==> src/rtl/empaq_pkg.sv <==
// Shared definitions for the 8-to-32 bit packer: width codes, FSM state type
// and the bytes-per-word helper.
package empaq_pkg;

    localparam logic [1:0] ANCHO_32 = 2'b00;
    localparam logic [1:0] ANCHO_16 = 2'b01;
    localparam logic [1:0] ANCHO_8  = 2'b10;

    typedef enum logic [1:0] {
        IDLE    = 2'b00,
        COLLECT = 2'b01,
        FULL    = 2'b10
    } estado_t;

    // Reserved code 2'b11 falls through to the 8-bit case.
    function automatic logic [2:0] bytes_por_ancho(input logic [1:0] ancho);
        case (ancho)
            ANCHO_32: bytes_por_ancho = 3'd4;
            ANCHO_16: bytes_por_ancho = 3'd2;
            default:  bytes_por_ancho = 3'd1;
        endcase
    endfunction

endpackage

==> src/rtl/empaq_out_reg.sv <==
// One-word output holding register with valid/ready handshake; a new word may
// be loaded in the same cycle the current one is consumed.
module empaq_out_reg
    import empaq_pkg::*;
(
    input  logic        clk,
    input  logic        reset,
    input  logic        carga,
    input  logic [31:0] palabra,
    input  logic        ready_out,
    output logic [31:0] out_32,
    output logic        valid_out
);

    logic [31:0] word_p1;
    logic        vld_p1;

    // ---- stage p1: registered output word ----
    always_ff @(posedge clk or posedge reset) begin
        if (reset) begin
            word_p1 <= 32'h0;
            vld_p1  <= 1'b0;
        end else if (carga) begin
            word_p1 <= palabra;
            vld_p1  <= 1'b1;
        end else if (vld_p1 && ready_out) begin
            vld_p1  <= 1'b0;
        end
    end

    assign out_32    = word_p1;
    assign valid_out = vld_p1;

endmodule

==> src/rtl/empaquetador_8a32.sv <==
// Packs MSB-first bytes into 32/16/8-bit words selected by PCLK.
// Optional feature: define EMPAQ_FLUSH_EN to add the flush input.
module empaquetador_8a32
    import empaq_pkg::*;
(
    input  logic        clk,
    input  logic        reset,
    input  logic [1:0]  PCLK,
    input  logic        ENB,
    input  logic [7:0]  in_8,
    input  logic        valid_in,
    output logic        ready_in,
    output logic [31:0] out_32,
    output logic        valid_out,
    input  logic        ready_out
`ifdef EMPAQ_FLUSH_EN
    ,
    input  logic        flush
`endif
);

    estado_t     estado;
    logic [1:0]  cnt;
    logic [2:0]  n_lat;
    logic [31:0] acc_p0;

    logic        acepta;
    logic [2:0]  n_cur;
    logic        ultimo;
    logic [1:0]  carril;
    logic [31:0] pal_mas;
    logic        carga;
    logic [31:0] palabra;

    // The output register is only ever full in FULL, so ready_in follows it.
    assign ready_in = (estado != FULL) || ready_out;
    assign acepta   = valid_in && ready_in && ENB;

    // Width is sampled on the first byte and frozen for the rest of the word.
    assign n_cur   = (cnt == 2'd0) ? bytes_por_ancho(PCLK) : n_lat;
    assign ultimo  = acepta && (({1'b0, cnt} + 3'd1) == n_cur);
    assign carril  = 2'(n_cur - 3'd1 - {1'b0, cnt});
    assign pal_mas = ((cnt == 2'd0) ? 32'h0 : acc_p0)
                   | ({24'h0, in_8} << {carril, 3'b000});

`ifdef EMPAQ_FLUSH_EN
    always_comb begin
        carga   = ultimo;
        palabra = pal_mas;
        if (flush && estado == COLLECT) begin
            carga   = 1'b1;
            palabra = acepta ? pal_mas : acc_p0;
        end
    end
`else
    assign carga   = ultimo;
    assign palabra = pal_mas;
`endif

    always_ff @(posedge clk or posedge reset) begin
        if (reset) begin
            estado <= IDLE;
            cnt    <= 2'd0;
            n_lat  <= 3'd4;
        end else begin
            if (acepta && cnt == 2'd0)
                n_lat <= n_cur;
            if (carga)
                cnt <= 2'd0;
            else if (acepta)
                cnt <= cnt + 2'd1;
            if (carga)
                estado <= FULL;
            else if (acepta)
                estado <= COLLECT;
            else if (estado == FULL && ready_out)
                estado <= IDLE;
        end
    end

    // ---- stage p0: partial word accumulator ----
    always_ff @(posedge clk) begin
        if (acepta)
            acc_p0 <= pal_mas;
    end

    empaq_out_reg u_out (
        .clk       (clk),
        .reset     (reset),
        .carga     (carga),
        .palabra   (palabra),
        .ready_out (ready_out),
        .out_32    (out_32),
        .valid_out (valid_out)
    );

endmodule

==> config.mk <==
export PLATFORM = sky130hd
export DESIGN_NAME = empaquetador_8a32
export DESIGN_NICKNAME = d
export VERILOG_FILES = /design/src/rtl/empaq_pkg.sv /design/src/rtl/empaq_out_reg.sv /design/src/rtl/empaquetador_8a32.sv
export SDC_FILE = /design/constraint.sdc
export NUM_CORES = 1
export LEC_CHECK = 0
export CELL_PAD_IN_SITES_DETAIL_PLACEMENT = 1
export CELL_PAD_IN_SITES_GLOBAL_PLACEMENT = 2
export CORE_UTILIZATION = 37
export CTS_CLUSTER_SIZE = 16
export DETAILED_ROUTE_END_ITERATION = 12
export PLACE_DENSITY_LB_ADDON = 0.12
export SLEW_MARGIN = 40
export SYNTH_ARGS = -nofsm -noshare
export SYNTH_HDL_FRONTEND = slang
export SYNTH_SLANG_ARGS = --single-unit
==> constraint.sdc <==
create_clock -name clk -period 4 [get_ports clk]
set_input_delay 0.8 -clock clk [delete_from_list [all_inputs] [get_ports clk]]
set_output_delay 0.8 -clock clk [all_outputs]
set_load 0.01 [all_outputs]
* Yosys cells after proc, flatten, opt, wreduce, memory -nomap -nowiden
Cells that the tools add are included.
** Storage, ports and cells
- Bits in latches :: 0
- Memories kept :: 0
- Output and inout bits :: 34
- RAM bits :: 0
- Flip-flop bits (word level) :: 72
- ROM bits :: 0
** Cells by class
- Multiplexer cells :: 10
- Shift operators :: 1
- Magnitude comparators :: 0
- Reduce and logical (&&, ||, !) cells :: 12
- Add/subtract/negate cells :: 4
- Div/mod/pow operators :: 0
- Bitwise logic cells :: 1
- Eq/ne operators :: 4
- Multipliers :: 0
** Operators with widths (count)
- 32-bit two-way mux :: 1
- 32-bit bitwise OR :: 1
- 8-bit by 5-bit left shift with 32-bit output :: 1
- 2-bit two-way mux :: 5
- 1-bit logical AND :: 6
- 3-bit one-hot mux with 2 select lines :: 1
- 2-bit logical NOT :: 2
- 2-bit nonzero test :: 2
- 2-bit by 1-bit adder with 3-bit output, second input constant :: 1
- 3-bit == test :: 1
- 3-bit two-way mux :: 1
- 3-bit nonzero test :: 1
- 2-bit by 1-bit adder with 2-bit output, second input constant :: 1
- 2-bit by 1-bit == test with 1-bit output, second input constant :: 1
- 2-bit == test, second input constant :: 1
- 1-bit two-way mux :: 2
- 2-bit != test, second input constant :: 1
- 2-bit by 1-bit subtractor with 2-bit output, second input constant :: 1
- 2-bit subtractor :: 1
- 1-bit logical OR :: 1

* Depth between registers and ports, before layout
Gate-level depths: netlist of run 1.
- Word-level depth :: 7
- Mapped depth :: 11

* By module
Synthesis of run 1 repeated with hierarchy kept, for this count alone.
** Second synthesis, totals
- Cell total of the unflattened synthesis :: 236
- Area, all modules :: 3325.7 sq um
** Modules (own cells, without submodules)
- empaquetador_8a32 :: times used 1, area each 1944.4 sq um, cells an instance 164, sequential area each 1137.3 sq um
- empaq_out_reg :: times used 1, area each 1381.3 sq um, cells an instance 72, sequential area each 825.8 sq um

* Least setup slack after synthesis of run 1
OpenSTA, ideal clock, no wires.
- Path type :: reg2reg
- From :: reg cnt[0]
- To :: reg u_out.word_p1[0] (netlist: u_out.out_32[0])
- Path buffers :: 4
- Arrival :: 2.824 ns
- Library setup time :: 0.125 ns
- Period minus slack after synthesis :: 2.949 ns
- Stages on the path, launching flop included :: 11
- Setup slack :: 1.051 ns
- Required time :: 3.875 ns
- Path through :: dfrtp_1 -> inv_1 -> ha_1 -> buf_6 -> clkbuf_1 -> mux2_2 -> ha_1 -> or4b_1 -> buf_4 -> buf_6 -> mux2_4
** On the way
- Cells in the longest elaborated chain, start to end :: 6
** Ends and longest elaborated chain
- start: declaration :: line empaquetador_8a32.sv:23 : logic [1:0] cnt;
- start signal: assignment :: line empaquetador_8a32.sv:71 : cnt <= cnt + 2'd1;
- 2-bit logical NOT * :: line empaquetador_8a32.sv:40 : assign n_cur = (cnt == 2'd0) ? bytes_por_ancho(PCLK) : n_lat;
- 3-bit two-way mux * :: line empaquetador_8a32.sv:40
- via n_cur[0] :: line empaquetador_8a32.sv:28 : logic [2:0] n_cur;
- 2-bit by 1-bit subtractor with 2-bit output :: line empaquetador_8a32.sv:42 : assign carril = 2'(n_cur - 3'd1 - {1'b0, cnt});
- 2-bit subtractor :: line empaquetador_8a32.sv:42
- 8-bit by 5-bit left shift with 32-bit output :: line empaquetador_8a32.sv:44 : | ({24'h0, in_8} << {carril, 3'b000});
- 32-bit bitwise OR :: line empaquetador_8a32.sv:44
- end signal: assignment :: line empaq_out_reg.sv:24 : word_p1 <= palabra;
- end: declaration :: line empaq_out_reg.sv:15 : logic [31:0] word_p1;
The timed path passes the listed nets; every way through them passes the cells marked *.
A chain may end at the register's enable or synchronous reset.

* Worst setup path in the final report of run 1
- From :: in PCLK[1]
- To :: reg u_out.word_p1[25] (netlist: u_out.out_32[25])
** On the way
- Cells in the longest elaborated chain, start to end :: 7
** Ends and longest elaborated chain
- start: declaration :: line empaquetador_8a32.sv:8 : input logic [1:0] PCLK,
- 2-bit by 1-bit == test with 1-bit output / 2-bit logical NOT (equally long branches) :: line empaq_pkg.sv:17 : case (ancho)
- 3-bit one-hot mux with 2 select lines * :: line empaq_pkg.sv:17
- 3-bit two-way mux * :: line empaquetador_8a32.sv:40
- via n_cur[0] :: line empaquetador_8a32.sv:28
- 2-bit by 1-bit subtractor with 2-bit output * :: line empaquetador_8a32.sv:42
- 2-bit subtractor * :: line empaquetador_8a32.sv:42
- 8-bit by 5-bit left shift with 32-bit output * :: line empaquetador_8a32.sv:44
- 32-bit bitwise OR * :: line empaquetador_8a32.sv:44
- via pal_mas[25] :: line empaquetador_8a32.sv:31 : logic [31:0] pal_mas;
Marks and branches as above.

==> impl_metrics.env, run 1 <==
export IMPL_power_frac_clock=0.175
export IMPL_cts_resized=0
export IMPL_finalInstanceArea_mm2=0.00398
export IMPL_cts_max_path_buffers=2
export IMPL_ys_types=27
export IMPL_slew_headroom=0.642
export IMPL_rows=33
export IMPL_ir_drop_v=0.000445
export IMPL_critPathLaunchType="input pin"
export IMPL_post_cts_buffers=0
export IMPL_die_h_um=94.4
export IMPL_layout_commonest_cell="clkdlybuf4s50_1"
export IMPL_finalHoldViolations=0
export IMPL_fin_setup_tns_ps=0
export IMPL_cts_hold_fix_buffers=0
export IMPL_yosysTopAreaCellShare=0.309
export IMPL_final_cell_mix="48 x clkdlybuf4s50_1, 39 x dfrtp_1, 36 x inv_1"
export IMPL_post_dp_hpwl_mm=4.34
export IMPL_antenna_found_initial=0
export IMPL_clk_latency_ps=340
export IMPL_yosys_area_top_type="dfrtp_1"
export IMPL_antenna_cells=0
export IMPL_grt_pass1_wl_mm=10.7
export IMPL_p_comb_frac=0.481
export IMPL_cts_buffers_inserted=9
export IMPL_ys_flop_type="dfrtp_1"
export IMPL_area_delta_synth_final_pct=25.9
export IMPL_synth_yosys_seq_area_share=0.621
export IMPL_setup_viol=0
export IMPL_r2r_slack_ps=980
export IMPL_maxCapViolCount=0
export IMPL_powerDensity_mw_per_mm2=919
export IMPL_final_layout_size_suffix_gt1_frac=0.190
export IMPL_yosysWarnings=0
export IMPL_synthTopCellsByArea="dfrtp_1 31%, edfxtp_1 30%, mux2_4 9.5%, o22ai_1 6.3%, inv_1 4.4%"
export IMPL_crit_type="in -> reg"
export IMPL_htreeDepth=3
export IMPL_wl_mm=6.58
export IMPL_switching_share=0.348
export IMPL_tightest_slew_ps=537
export IMPL_fin_nets=304
export IMPL_grt_usage=0.163
export IMPL_io_buffers=48
export IMPL_crit_path_end_kind="flip-flop"
export IMPL_crit_path_max_fanout=12
export IMPL_hp_class="reg -> reg"
export IMPL_cts_tree="built"
export IMPL_io_pins=49
export IMPL_period_share=0.778
export IMPL_drv_slew=0
export IMPL_postSynthCellCount=230
export IMPL_cts_root_buffer_cell="clkbuf_8"
export IMPL_dr_first_iter_drc_count=51
export IMPL_status="finished, final reports clean"
export IMPL_post_dp_cell_area_mm2=0.00376
export IMPL_grt_max_degree=41
export IMPL_p_int_mw=2.38
export IMPL_drt_first_pass_iters=6
export IMPL_period_minus_slack_ps=3110
export IMPL_place_gp_congestion=0.771
export IMPL_die_area_mm2=0.00891
export IMPL_switching_power_mw=1.27
export IMPL_cp_arrival_ps=3330
export IMPL_synthArstFlopShare=0.556
export IMPL_synth_area_per_cell_um2=13.7
export IMPL_ys_seq_elements=72
export IMPL_synth_fp_nets=249
export IMPL_synth_edf_count=32
export IMPL_viasPerCell=4.92
export IMPL_power_frac_seq=0.344
export IMPL_power_leakage_nw=1.74
export IMPL_vias=1940
export IMPL_syn_area_mm2=0.00316
export IMPL_start_util=0.383
export IMPL_grt_ovfl_total=0
export IMPL_die_w_um=94.4
export IMPL_grt_pass1_vias=2087
export IMPL_clk_transition_reported_paths_ps=70
export IMPL_drc=0
export IMPL_wire_per_inst_um=16.7
export IMPL_cts_sinks=72
export IMPL_clock_skew_ps=6.62
export IMPL_rsz0062_at_grt="no"
export IMPL_postRouteAntennaNets=0
export IMPL_cp_data_required_time_ps=4220
export IMPL_core_area_mm2=0.00826
export IMPL_max_freq_ghz=0.321
## power groups by stage
stage	combinational, mW	clock [mW]	sequential, mW
floorplan	1.06	0	1.32
global placement	1.74	0	1.27
detailed placement	1.77	0	1.28
CTS	1.78	0.655	1.27
global route	1.92	0.677	1.29
finish	1.76	0.638	1.26
## final timing paths
kind | start | end | cells after the start
max | PCLK[1] | u_out.out_32[25] | 8
min | u_out.out_32[10] | u_out.out_32[10] | 1
max reg2reg | cnt[0] | u_out.out_32[8] | 8
min reg2reg | u_out.out_32[10] | u_out.out_32[10] | 1
max in group asynchronous | reset | u_out.out_32[12] | 3
min in group asynchronous | reset | u_out.out_32[25] | 3
## cell usage after synthesis, drive strengths merged (2+ instances only)
master	n
mux2i	2
xnor2	4
ha	4
clkbuf	4
edfxtp	32
dfrtp	39
nand2	9
inv	37
o21ai	5
buf	8
mux2	36
o22ai	32
o311ai	2
nand2b	8
## through the flow
stage | cells | util | power (mW) | hold WS (ps) | setup slack (ps)
after global placement | 379 | 0.454 | 3.01 | 486 | 536
after floorplan | 230 | - | 2.38 | 472 | 1050
after CTS | 394 | 0.482 | 3.70 | 509 | 912
final | 394 | 0.482 | 3.65 | 499 | 889
after global routing | 394 | 0.482 | 3.89 | 527 | 768
after detailed placement | 379 | 0.455 | 3.05 | 483 | 558
## state kept, by name, indices dropped and copies added (netlist names)
name and cells:
cnt 2, estado 2, u_out.out_32 32, u_out.valid_out 1, acc_p0 32, n_lat 3
## worst max-delay path, cell delays in order
cell             delay (ps)
clkdlybuf4s50_1         460
mux2_2                  300
ha_1                    190
xnor2_1                 320
xor2_1                  480
buf_4                   310
o22ai_1                 150
mux2_4                  300
## cells by family after synthesis
family                     after synthesis  share of synthesized area
AOI/OAI and AO/OA                       40                     0.0792
buffers and inverters                   49                     0.0701
DFF                                     72                      0.621
muxes                                   38                      0.162
xor gates and xnor gates                 5                     0.0139
adders and majority gates                4                     0.0158
and+or+nand+nor                         22                     0.0372
## routing by layer
metal	track usage	vias to the layer above	part of all wire
met1	0.230	984	0.50
met2	0.242	33	0.46
met4	0.0577	0	0.014
met5	0	-	0
li1	-	914	-
met3	0.0435	9	0.033
## cell type report
cell class | count | area, um2
clock buffers | 12 | 155
clock inverters | 3 | 65.1
fillers | 857 | 4280
inverters | 37 | 139
multi-input cells | 109 | 982
flip-flops and latches | 72 | 1960
well taps | 105 | 131
repair buffers | 56 | 541
No activity file was read; power rests on OpenSTA's default activity.
==> run 2, diff against run 1 <==
--- a/config.mk
+++ b/config.mk
@@ -7,7 +7,7 @@
 export LEC_CHECK = 0
 export CELL_PAD_IN_SITES_DETAIL_PLACEMENT = 1
 export CELL_PAD_IN_SITES_GLOBAL_PLACEMENT = 2
-export CORE_UTILIZATION = 37
+export CORE_UTILIZATION = 33
 export CTS_CLUSTER_SIZE = 16
 export DETAILED_ROUTE_END_ITERATION = 12
 export PLACE_DENSITY_LB_ADDON = 0.12
==> constraint.sdc (replaced) <==
create_clock -name clk -period 2.8 [get_ports clk]
set_input_delay 0.56 -clock clk [delete_from_list [all_inputs] [get_ports clk]]
set_output_delay 0.56 -clock clk [all_outputs]
set_load 0.01 [all_outputs]
==> run 2 against run 1 <==
Critical path depth shrank 1. Count of clock-buffer cells in the layout shrank 3. Total power grew 48%. Utilization shrank 4.0 points. Sequential power grew 42%. First-iteration DRC count grew 49%. Critical path type is now reg -> reg. Largest cell class unchanged.
==> impl_metrics.env, run 2 (synthesis results as in run 1) <==
export IMPL_antenna_cells=0
export IMPL_cts_buffers_inserted=9
export IMPL_core_area_mm2=0.00924
export IMPL_cts_max_path_buffers=2
export IMPL_clk_transition_reported_paths_ps=80
export IMPL_pre_cts_ws_ps=-237
export IMPL_grt_use_met1=0.214
export IMPL_io_pins=49
export IMPL_final_cell_mix="48 x clkdlybuf4s50_1, 39 x dfrtp_1, 36 x inv_1"
export IMPL_wl_mm=6.77
export IMPL_finalHoldViolations=0
export IMPL_critPathSlowestCell="or4b_4"
export IMPL_area_delta_synth_final_pct=29.1
export IMPL_critPathBufInv=2
export IMPL_crit_type="reg -> reg"
export IMPL_period_minus_slack_ps=2580
export IMPL_grt_pass1_wl_mm=11.3
export IMPL_crit_path_max_fanout=19
export IMPL_crit_path_end_kind="flip-flop"
export IMPL_fin_nets=310
export IMPL_antenna_found_initial=0
export IMPL_layout_commonest_cell="clkdlybuf4s50_1"
export IMPL_slew_headroom=0.642
export IMPL_power_leakage_nw=1.78
export IMPL_status="finished, final reports clean"
export IMPL_busiest_layer="met2"
export IMPL_drt_first_pass_iters=4
export IMPL_hp_class="reg -> reg"
export IMPL_ir_drop_v=0.000437
export IMPL_grt_ovfl_total=0
export IMPL_cts_tree="built"
export IMPL_vias=1933
export IMPL_setup_slack_ps=218
export IMPL_critPathLaunchType="flip-flop"
export IMPL_power_frac_seq=0.332
export IMPL_cp_data_required_time_ps=3020
export IMPL_clock_skew_ps=7.44
export IMPL_drc=0
export IMPL_dr_first_iter_drc_count=76
export IMPL_dpl_cell_count=409
export IMPL_setup_viol=0
export IMPL_cts_sinks=72
export IMPL_rsz0062_at_grt="no"
export IMPL_n_fill_cell=972
export IMPL_cp_top_family="multiplexers"
export IMPL_wire_per_inst_um=15.9
export IMPL_fin_setup_tns_ps=0
export IMPL_crit_cells=7
export IMPL_cts_root_buffer_cell="clkbuf_8"
export IMPL_reg2reg_depth=7
export IMPL_final_layout_size_suffix_gt1_frac=0.216
export IMPL_drv_slew=0
export IMPL_grt_max_degree=41
export IMPL_postRouteAntennaNets=0
export IMPL_io_buffers=48
export IMPL_clk_latency_ps=340
export IMPL_die_h_um=99.8
export IMPL_switching_share=0.350
export IMPL_power_frac_clock=0.167
export IMPL_final_core_utilization=0.441
export IMPL_grt_pass1_vias=2082
export IMPL_max_freq_ghz=0.387
export IMPL_p_comb_frac=0.501
export IMPL_post_dp_hpwl_mm=4.51
export IMPL_tightest_slew_ps=537
export IMPL_cts_hold_fix_buffers=0
export IMPL_htreeDepth=3
export IMPL_die_area_mm2=0.00997
export IMPL_die_w_um=99.8
export IMPL_instances_no_fill=425
export IMPL_place_gp_congestion=0.706
export IMPL_start_util=0.342
export IMPL_whs_path_depth=1
export IMPL_maxCapViolCount=0
export IMPL_crit_chain="inv_1 > ha_2 > mux2_2 > ha_1 > or4b_4 > buf_12 > mux2_1"
export IMPL_period_share=0.922
export IMPL_grt_usage=0.152
export IMPL_p_int_mw=3.52
export IMPL_rows=35
export IMPL_viasPerCell=4.55
export IMPL_cp_arrival_ps=2810
export IMPL_switching_power_mw=1.89
export IMPL_gr_usage_met2=0.227
export IMPL_powerDensity_mw_per_mm2=1330
export IMPL_grtUsageMet3=0.0432
export IMPL_worst_hold_slack_ps=504
export IMPL_critPathMaxStageDelay_ps=580
run 2: final timing paths:
check                                  from  slack (ps)                to
min                        u_out.out_32[10]         500  u_out.out_32[10]
max reg2reg                          cnt[1]         220   u_out.out_32[8]
max in group asynchronous             reset        1780          n_lat[2]
min reg2reg                u_out.out_32[10]         500  u_out.out_32[10]
min in group asynchronous             reset         650  u_out.out_32[25]
max                                  cnt[1]         220   u_out.out_32[8]
run 2: per-layer routing:
layer	vias to the layer above	wire length, um	share of wire
met5	-	0	0
met4	0	80	0.012
met3	6	209	0.031
met2	38	3050	0.45
met1	964	3430	0.51
li1	925	-	-
run 2: cell type report:
type / count / area (um2) / area share
clock buffer: 9 / 124 / 0.0304
clock inverter: 7 / 95.1 / 0.0233
inverter: 37 / 139 / 0.0341
multi-input combinational: 109 / 981 / 0.241
sequential: 72 / 1960 / 0.481
tap: 129 / 161 / 0.0396
timing repair buffer: 62 / 614 / 0.151
run 2: repair_timing:
action,4_1_cts,5_1_grt
buffers inserted,0,0
setup endpoints to repair,0,32
resized for setup,0,6
run 2: power groups by stage:
| stage | Sequential, mW | Combinational (mW) | Clock [mW] |
|---|---|---|---|
| 2_1_floorplan | 1.88 | 1.52 | 0 |
| 3_3_place_gp | 1.81 | 2.66 | 0 |
| 3_5_place_dp | 1.82 | 2.71 | 0 |
| 4_1_cts | 1.80 | 2.72 | 0.942 |
| 5_1_grt | 1.84 | 2.97 | 0.977 |
| 6_report | 1.79 | 2.71 | 0.904 |
run 2: per-stage QoR:
step / area (um2) / power, mW
final: 4080 / 5.41
after floorplan: 3160 / 3.40
after global placement: 3840 / 4.47
after CTS: 4060 / 5.46
after detailed placement: 3840 / 4.52
after global routing: 4080 / 5.79
==> run 3, diff against run 2 <==
==> constraint.sdc (replaced) <==
create_clock -name clk -period 2.8 [get_ports clk]
set_input_delay 0.56 -clock clk [delete_from_list [all_inputs] [get_ports clk]]
set_output_delay 0.56 -clock clk [all_outputs]
set_load 0.05 [all_outputs]
==> run 3 against run 2 <==
Hold slack got worse by 4.2 ps. Cell count is 0.47% higher. Sequential share of layout area increased by 0.34 points. Flip-flop and latch count unchanged. Global-route usage rose by 0.22 points. Via count increased by 0.83%. Clock skew rose by 2.8 ps. Fmax decreased by 0.33%. Die area unchanged. Critical path type unchanged.
==> impl_metrics.env, run 3 (synthesis results as in run 1) <==
export IMPL_pre_cts_ws_ps=-209
export IMPL_period_minus_slack_ps=2590
export IMPL_wire_per_inst_um=16.2
export IMPL_io_pins=49
export IMPL_n_fill_cell=982
export IMPL_critPathSlowestCell="dfrtp_1"
export IMPL_crit_chain="inv_2 > ha_1 > mux2_2 > ha_1 > xnor2_1 > xor2_1 > buf_4 > o22ai_1 > mux2_4"
export IMPL_clk_latency_ps=340
export IMPL_clk_transition_reported_paths_ps=80
export IMPL_htreeDepth=3
export IMPL_area_delta_synth_final_pct=28.2
export IMPL_hp_class="reg -> reg"
export IMPL_antenna_found_initial=0
export IMPL_rr_endpoint="u_out.out_32[22]"
export IMPL_grt_pass1_wl_mm=11.5
export IMPL_antenna_cells=0
export IMPL_finalInstanceArea_mm2=0.00405
export IMPL_cts_max_path_buffers=2
export IMPL_fin_nets=312
export IMPL_tightest_slew_ps=607
export IMPL_instances_no_fill=427
export IMPL_crit_path_end="u_out.out_32[22]"
export IMPL_crit_type="reg -> reg"
export IMPL_final_layout_size_suffix_gt1_frac=0.218
export IMPL_final_cell_mix="47 x clkdlybuf4s50_1, 39 x dfrtp_1, 35 x inv_1"
export IMPL_crit_top_cell="ha_1"
export IMPL_grt_pass1_vias=2102
export IMPL_crit_path_end_kind="flip-flop"
export IMPL_setup_viol=0
export IMPL_slew_headroom=0.593
export IMPL_critical_path_startpoint="cnt[0]"
export IMPL_crit_path_max_fanout=13
export IMPL_viasPerCell=4.56
export IMPL_cts_buffers_inserted=9
export IMPL_rsz0062_at_grt="no"
export IMPL_grt_ovfl_total=0
export IMPL_period_share=0.925
export IMPL_drv_slew=0
export IMPL_setup_slack_ps=210
export IMPL_start_util=0.342
export IMPL_clock_skew_ps=10.3
export IMPL_wl_mm=6.92
export IMPL_drt_first_pass_iters=4
export IMPL_status="finished, final reports clean"
export IMPL_post_dp_cell_area_mm2=0.00384
export IMPL_die_area_mm2=0.00997
export IMPL_io_buffers=48
export IMPL_grt_usage=0.154
export IMPL_core_area_mm2=0.00924
export IMPL_cts_sinks=72
export IMPL_critPathLaunchType="flip-flop"
export IMPL_post_dp_hpwl_mm=4.68
export IMPL_grt_max_degree=40
export IMPL_cp_data_required_time_ps=3040
export IMPL_drc=0
export IMPL_worst_hold_slack_ps=500
export IMPL_dr_first_iter_drc_count=52
export IMPL_vias=1949
export IMPL_r2r_slack_ps=210
export IMPL_finalHoldViolations=0
export IMPL_cp_arrival_ps=2830
export IMPL_maxCapViolCount=0
export IMPL_post_cts_buffers=0
export IMPL_r2r_start="cnt[0]"
export IMPL_rows=35
export IMPL_die_w_um=99.8
export IMPL_die_h_um=99.8
export IMPL_cts_root_buffer_cell="clkbuf_8"
export IMPL_critPathMaxStageDelay_ps=400
export IMPL_postRouteAntennaNets=0
export IMPL_dpl_cell_count=411
export IMPL_max_freq_ghz=0.386
export IMPL_cts_tree="built"
export IMPL_reg2reg_depth=9
export IMPL_place_gp_congestion=0.806
export IMPL_layout_commonest_cell="clkdlybuf4s50_1"
-- run 3: critical path, delay by kind of cell, from the launching register on --
kind                     cells  cell delay (ps)
AO/OA/AOI/OAI                1              170
XOR/XNOR                     2              480
adder cells (fa/ha/maj)      2              410
buffers and inverters        2              360
flip-flops                   1              400
multiplexers                 2              670
-- run 3: stage by stage --
stage / utilization / TNS, ps
2_1_floorplan: - / 0
5_1_grt: 0.438 / 0
4_1_cts: 0.436 / 0
3_3_place_gp: 0.415 / -5360
3_5_place_dp: 0.415 / -5940
6_report: 0.438 / 0
-- run 3: worst min-delay path by stage --
stage,from,to,slack (ps),cells past startpoint
floorplan,estado[0],estado[0],470,1
global placement,u_out.out_32[11],u_out.out_32[11],480,1
detailed placement,u_out.out_32[12],u_out.out_32[12],480,1
CTS,u_out.out_32[11],u_out.out_32[11],500,1
global route,u_out.out_32[6],u_out.out_32[6],520,1
finish,u_out.out_32[12],u_out.out_32[12],500,1
-- run 3: layer usage --
layer,global-route usage,share of wire
met1,0.220,0.51
met3,0.0251,0.024
met2,0.231,0.45
met4,0.0679,0.013
met5,0,0
-- run 3: area by class of cell --
cell class | count | area, um2 | area share
Clock buffer | 10 | 128 | 0.0315
Tap cell | 129 | 161 | 0.0399
Sequential cell | 72 | 1960 | 0.485
Timing Repair Buffer | 64 | 618 | 0.153
Clock inverter | 6 | 61.3 | 0.0151
Inverter | 37 | 139 | 0.0343
Multi-Input combinational cell | 109 | 978 | 0.242
-- run 3: what timing repair did --
action	in CTS	in global routing
endpoints found under the setup margin	0	32
hold buffers	0	0
resized for setup	0	6
Power of run 3 is not shown: default switching activity piles up to over one toggle a cycle in this logic, so the estimate is an artifact.
==> RTL edit 1: new RTL, flow settings as in run 1 <==
Build with the macro `EMPAQ_FLUSH_EN` defined.
--- a/src/rtl/empaquetador_8a32.sv
+++ b/src/rtl/empaquetador_8a32.sv
@@ -1,5 +1,7 @@
 // Packs MSB-first bytes into 32/16/8-bit words selected by PCLK.
 // Optional feature: define EMPAQ_FLUSH_EN to add the flush input.
+`define EMPAQ_FLUSH_EN
+
 module empaquetador_8a32
     import empaq_pkg::*;
 (
Interface: changed (added flush); port bits go from 49 to 50. The function was not compared with the original's and may differ.
==> RTL edit 1 against run 1 <==
  * Largest power group unchanged
  * Critical path type unchanged
  * Register-to-register slack got worse by 0.20 ns
  * Synthesized area is 16% higher
  * Maximum frequency decreased by 4.8%
  * Final cell count up 42%
  * Final area grew 13%
  * Clock skew grew 0.0046 ns
  * Sequential cell count stayed put
  * Largest cell class is now multi-input combinational cells
  * Total power grew 18%
  * Routed wire length is 89% higher
  * Clock power shrank 3.6%
  * Critical path depth is the same
  * Worst setup slack got worse by 0.16 ns
==> RTL edit 1: results (changes against run 1) <==
[finish]
layout-drive-gt1-share=0.119  ; -0.0717
num-nets-final=444  ; +46%
num-fill-cells=1063  ; +24%

[grt]
grt_pass1_wl_mm=19.9  ; +86%
gr-usage-all-layers=0.259  ; +0.0958
grt_pass1_vias=3557  ; +70%

[drt]
routed_via_density=6.09  ; +24%
dr.first_iter.drc_count=146  ; +190%
dr.pass1.iters=4  ; -2
routed_wirelength_mm=12.4  ; +89%

[min_path]
worstHoldEndpoint=acc_p0[15]
hold_depth=2  ; +1

[placement]
gp_congestion=0.809  ; +4.9%
io_buffer_count=49  ; +2.1%

[setup_path]
critical_path.max_stage_delay_ns=0.51  ; +0.03 ns
reg_to_reg_startpoint=cnt[1]
critical-path-slowest-cell=sky130_fd_sc_hd__clkdlybuf4s50_1
worstReg2RegEnd=u_out.out_32[9]
r2r_slack_ns=0.78  ; -0.20 ns
arrival_ns=3.51  ; +0.18 ns
cp_max_fo=23  ; +11

[yosys]
yosys-top-cells-area=sky130_fd_sc_hd__dfrtp_1 (27%), sky130_fd_sc_hd__dfxtp_1 (18%), sky130_fd_sc_hd__a32oi_1 (5.5%)
synth-seq-area-share=0.449  ; -0.172
synth_cell_types=52  ; +93%

[outcome]
status=completed

[cts]
worst_setup_hold_path_clk_slew_ns=0.09  ; +0.02 ns
worst_skew_pair.late_latency_ns=0.36  ; +0.02 ns

[power]
p_leak_nw=1.93  ; +11%
p_sw_mw=1.96  ; +54%

[timing]
hold_slack_ns=0.481  ; -0.0182 ns
clock_skew_ns=0.0113  ; +0.00464 ns
worst-slew-pin-transition_ns=0.723  ; +0.186 ns

RTL edit 1: final cells by class:
class                      instances  area [um^2]  share of cell area
timing repair buffer              66          643               0.143
tap                              129          161              0.0358
clock inverter                     6         66.3              0.0147
sequential                        72         1640               0.364
inverter                          24         90.1              0.0200
multi-input combinational        252         1770               0.393
clock buffer                      10          138              0.0305
RTL edit 1: power groups by stage:
stage	combinational, mW	sequential [mW]	clock, mW
CTS	2.44	1.24	0.626
detailed placement	2.43	1.25	0
finish	2.45	1.24	0.615
global route	2.63	1.27	0.657
global placement	2.39	1.24	0
floorplan	1.42	1.28	0
RTL edit 1: kinds of logic after synthesis:
kind of cell	synth area share
buf+inv	0.0673
xor+xnor	0.00479
compound gates	0.293
fa+ha+maj	0.0103
simple gates	0.169
mux	0.00615
flops	0.449
RTL edit 1: stage by stage:
step | instances | utilization | power, mW | cell area, um^2 | worst slack, ns
floorplan | 379 | - | 2.70 | 3660 | 1.33
global placement | 543 | 0.458 | 3.62 | 4310 | 0.510
detailed placement | 543 | 0.458 | 3.68 | 4310 | 0.374
CTS | 559 | 0.479 | 4.30 | 4510 | 0.743
global route | 559 | 0.479 | 4.56 | 4510 | 0.586
finish | 559 | 0.479 | 4.30 | 4510 | 0.731
RTL edit 1: worst min-delay path: stages, from the launching register on:
cell                      delay (ns)
sky130_fd_sc_hd__dfxtp_1        0.32
sky130_fd_sc_hd__nand2_1        0.07
sky130_fd_sc_hd__nand2_1        0.05
RTL edit 1: worst max-delay path by stage:
stage          cells after the start  slack [ns]  startpoint                to
6_report                           8        0.73     PCLK[1]   u_out.out_32[9]
5_1_grt                            8        0.59     PCLK[1]  u_out.out_32[14]
4_1_cts                            8        0.74     PCLK[1]   u_out.out_32[9]
3_5_place_dp                       8        0.37     PCLK[1]  u_out.out_32[17]
3_3_place_gp                       8        0.51     PCLK[1]   u_out.out_32[9]
2_1_floorplan                     10        1.33      cnt[1]   u_out.out_32[2]
RTL edit 1: routing by layer:
metal	wire length (um)	global-route usage
met5	0	0
met1	5730	0.364
met4	187	0.0836
met2	5860	0.411
met3	632	0.0359
==> RTL edit 2: new RTL, settings of run 1 <==
Without the edit above. Encoding of `estado_t`: now one-hot (3 bits for 3 values).
--- a/src/rtl/empaq_pkg.sv
+++ b/src/rtl/empaq_pkg.sv
@@ -6,10 +6,10 @@
     localparam logic [1:0] ANCHO_16 = 2'b01;
     localparam logic [1:0] ANCHO_8  = 2'b10;
 
-    typedef enum logic [1:0] {
-        IDLE    = 2'b00,
-        COLLECT = 2'b01,
-        FULL    = 2'b10
+    typedef enum logic [2:0] {
+        IDLE    = 3'b001,
+        COLLECT = 3'b010,
+        FULL    = 3'b100
     } estado_t;
 
     // Reserved code 2'b11 falls through to the 8-bit case.
Function: no difference found for any inputs over 10 cycles, from zero or initial values and one cycle with reset high; not proved beyond that.
==> RTL edit 2 against run 1 <==
  * Critical path depth is 5 lower
  * Global-route usage rose by 0.76 points
  * Synthesized area is 2.3% higher
  * Utilization up 0.23 points
  * Routed wire length rose by 5.3%
  * Worst setup slack improved by 0.040 ns
  * Sequential cell count up 1
  * Die area increased by 2.2%
  * Clock power fell by 2%
  * Total power up 1.9%
  * Final area rose by 1.5%
  * First-iteration DRC count up 92%
  * Critical path type is now input pin to output pin
  * Largest cell class unchanged
  * Largest power group unchanged
==> RTL edit 2: results (changes against run 1) <==
[cts]
cts-buffers-inserted=9  ; unchanged
cts.repair.resized=0  ; unchanged
worst_setup_hold_path_clk_slew_ns=0.08
worst_skew_pair.late_latency_ns=0.34  ; about the same
clk_path_buf_depth=2  ; unchanged
postCtsSetupBuffers=0  ; unchanged
cts_root_buffer=sky130_fd_sc_hd__clkbuf_8

[yosys]
synth_commonest_cells=sky130_fd_sc_hd__dfrtp_1 (39), sky130_fd_sc_hd__inv_1 (37), sky130_fd_sc_hd__edfxtp_1 (32), sky130_fd_sc_hd__o22ai_1 (32), sky130_fd_sc_hd__mux2_4 (27)
synth-seq-area-share=0.616  ; -0.00582
synth_cell_types=25  ; -7.4%
fraction_of_registers_with_async_set_reset=0.562  ; +0.00609
synth.avg_cell_area_um2=13.8  ; +0.55%
yosys-top-cells-area=sky130_fd_sc_hd__dfrtp_1 (30%), sky130_fd_sc_hd__edfxtp_1 (30%), sky130_fd_sc_hd__mux2_4 (13%)
synth_enable_flop_cells=32  ; unchanged
ys.warnings.count=0  ; unchanged
syn_nets=253  ; +1.6%

[setup_path]
critical_path.max_stage_delay_ns=0.51  ; +0.03 ns
worstReg2RegEnd=u_out.out_32[15]
cp_max_fo=4  ; -8
arrival_ns=2.27  ; -1.06 ns
critical-path-slowest-cell=sky130_fd_sc_hd__or4b_1
reg_to_reg_startpoint=cnt[0]
r2r_slack_ns=1.00  ; +0.02 ns
r2r.worst_path.cells=7  ; -1

[drt]
dr.pass1.iters=4  ; -2
routed_wirelength_mm=6.92  ; +5.3%
routed_via_density=4.97  ; +0.89%
drcViolationCount=0  ; unchanged
dr.first_iter.drc_count=98  ; +92%

[timing]
clock_skew_ns=0.0137  ; +0.00709 ns
hold_slack_ns=0.513  ; +0.0141 ns
worst-slew-pin-transition_ns=0.630  ; +0.0932 ns
min_period_ns=3.07  ; -0.0397 ns

[power]
irDropWorstVdd_v=0.000422  ; -5.4%
p_leak_nw=1.79  ; +2.5%
power.switching_fraction=0.352  ; +0.00481

[min_path]
hold_depth=1  ; unchanged
worstHoldEndpoint=u_out.out_32[3]
timing.hold.worst.class=flop to flop
worst_hold_startpoint=u_out.out_32[3]

[outcome]
status=completed

[finish]
final_cells=400  ; +1.5%
num-nets-final=309  ; +1.6%
layout-drive-gt1-share=0.214  ; +0.0232
antenna_cells_inserted=0  ; unchanged

[grt]
grt_pass1_vias=2204  ; +5.6%
gr-usage-all-layers=0.171  ; +0.00759
grt_pass1_wl_mm=11.5  ; +7.9%
grt_max_degree=41  ; unchanged

[placement]
dpl_cell_area_mm2=0.00382  ; +1.8%
io_buffer_count=48  ; unchanged
dp.cells=384  ; +1.3%
dp_hpwl_mm=4.56  ; +5.1%
place_worst_setup_slack_ns=0.710  ; +0.153 ns
gp_congestion=0.739  ; -4.1%

RTL edit 2: worst max-delay path by stage:
stage | from | end | slack [ns]
6_report | ready_out | ready_in | 0.93
2_1_floorplan | cnt[0] | u_out.out_32[0] | 1.05
3_5_place_dp | PCLK[1] | u_out.out_32[8] | 0.71
5_1_grt | ready_out | ready_in | 0.87
3_3_place_gp | PCLK[1] | u_out.out_32[6] | 0.74
4_1_cts | ready_out | ready_in | 0.92
RTL edit 2: per-layer routing:
layer | global-route usage | vias up | part of all wire
li1 | - | 931 | -
met1 | 0.244 | 1007 | 0.50
met2 | 0.252 | 40 | 0.45
met3 | 0.0431 | 9 | 0.032
met4 | 0.0572 | 0 | 0.014
met5 | 0 | - | 0
RTL edit 2: cell type report:
class / instances / area (um^2)
clock buffer: 10 / 128
clock inverter: 6 / 82.6
fill: 857 / 4310
inverter: 37 / 139
multi-input combinational: 112 / 1020
sequential: 73 / 1990
tap: 105 / 131
timing repair buffer: 57 / 548
RTL edit 2: worst max-delay path: cells and delay by family:
family | cells | cell delay (ns)
and+or+nand+nor | 1 | 0.51
buffers and inverters | 2 | 0.96
RTL edit 2: power by group through the flow:
stage	registers (mW)	clock network, mW	logic, mW
final	1.28	0.624	1.83
after global routing	1.31	0.666	1.99
after CTS	1.28	0.638	1.85
after detailed placement	1.29	0	1.84
after global placement	1.28	0	1.81
after floorplan	1.33	0	1.10
RTL edit 2: cells by family after synthesis:
family,synth area share
simple gates,0.0395
xor+xnor,0.0135
buf+inv,0.0697
flops,0.616
mux,0.167
compound gates,0.0794
fa+ha+maj,0.0155
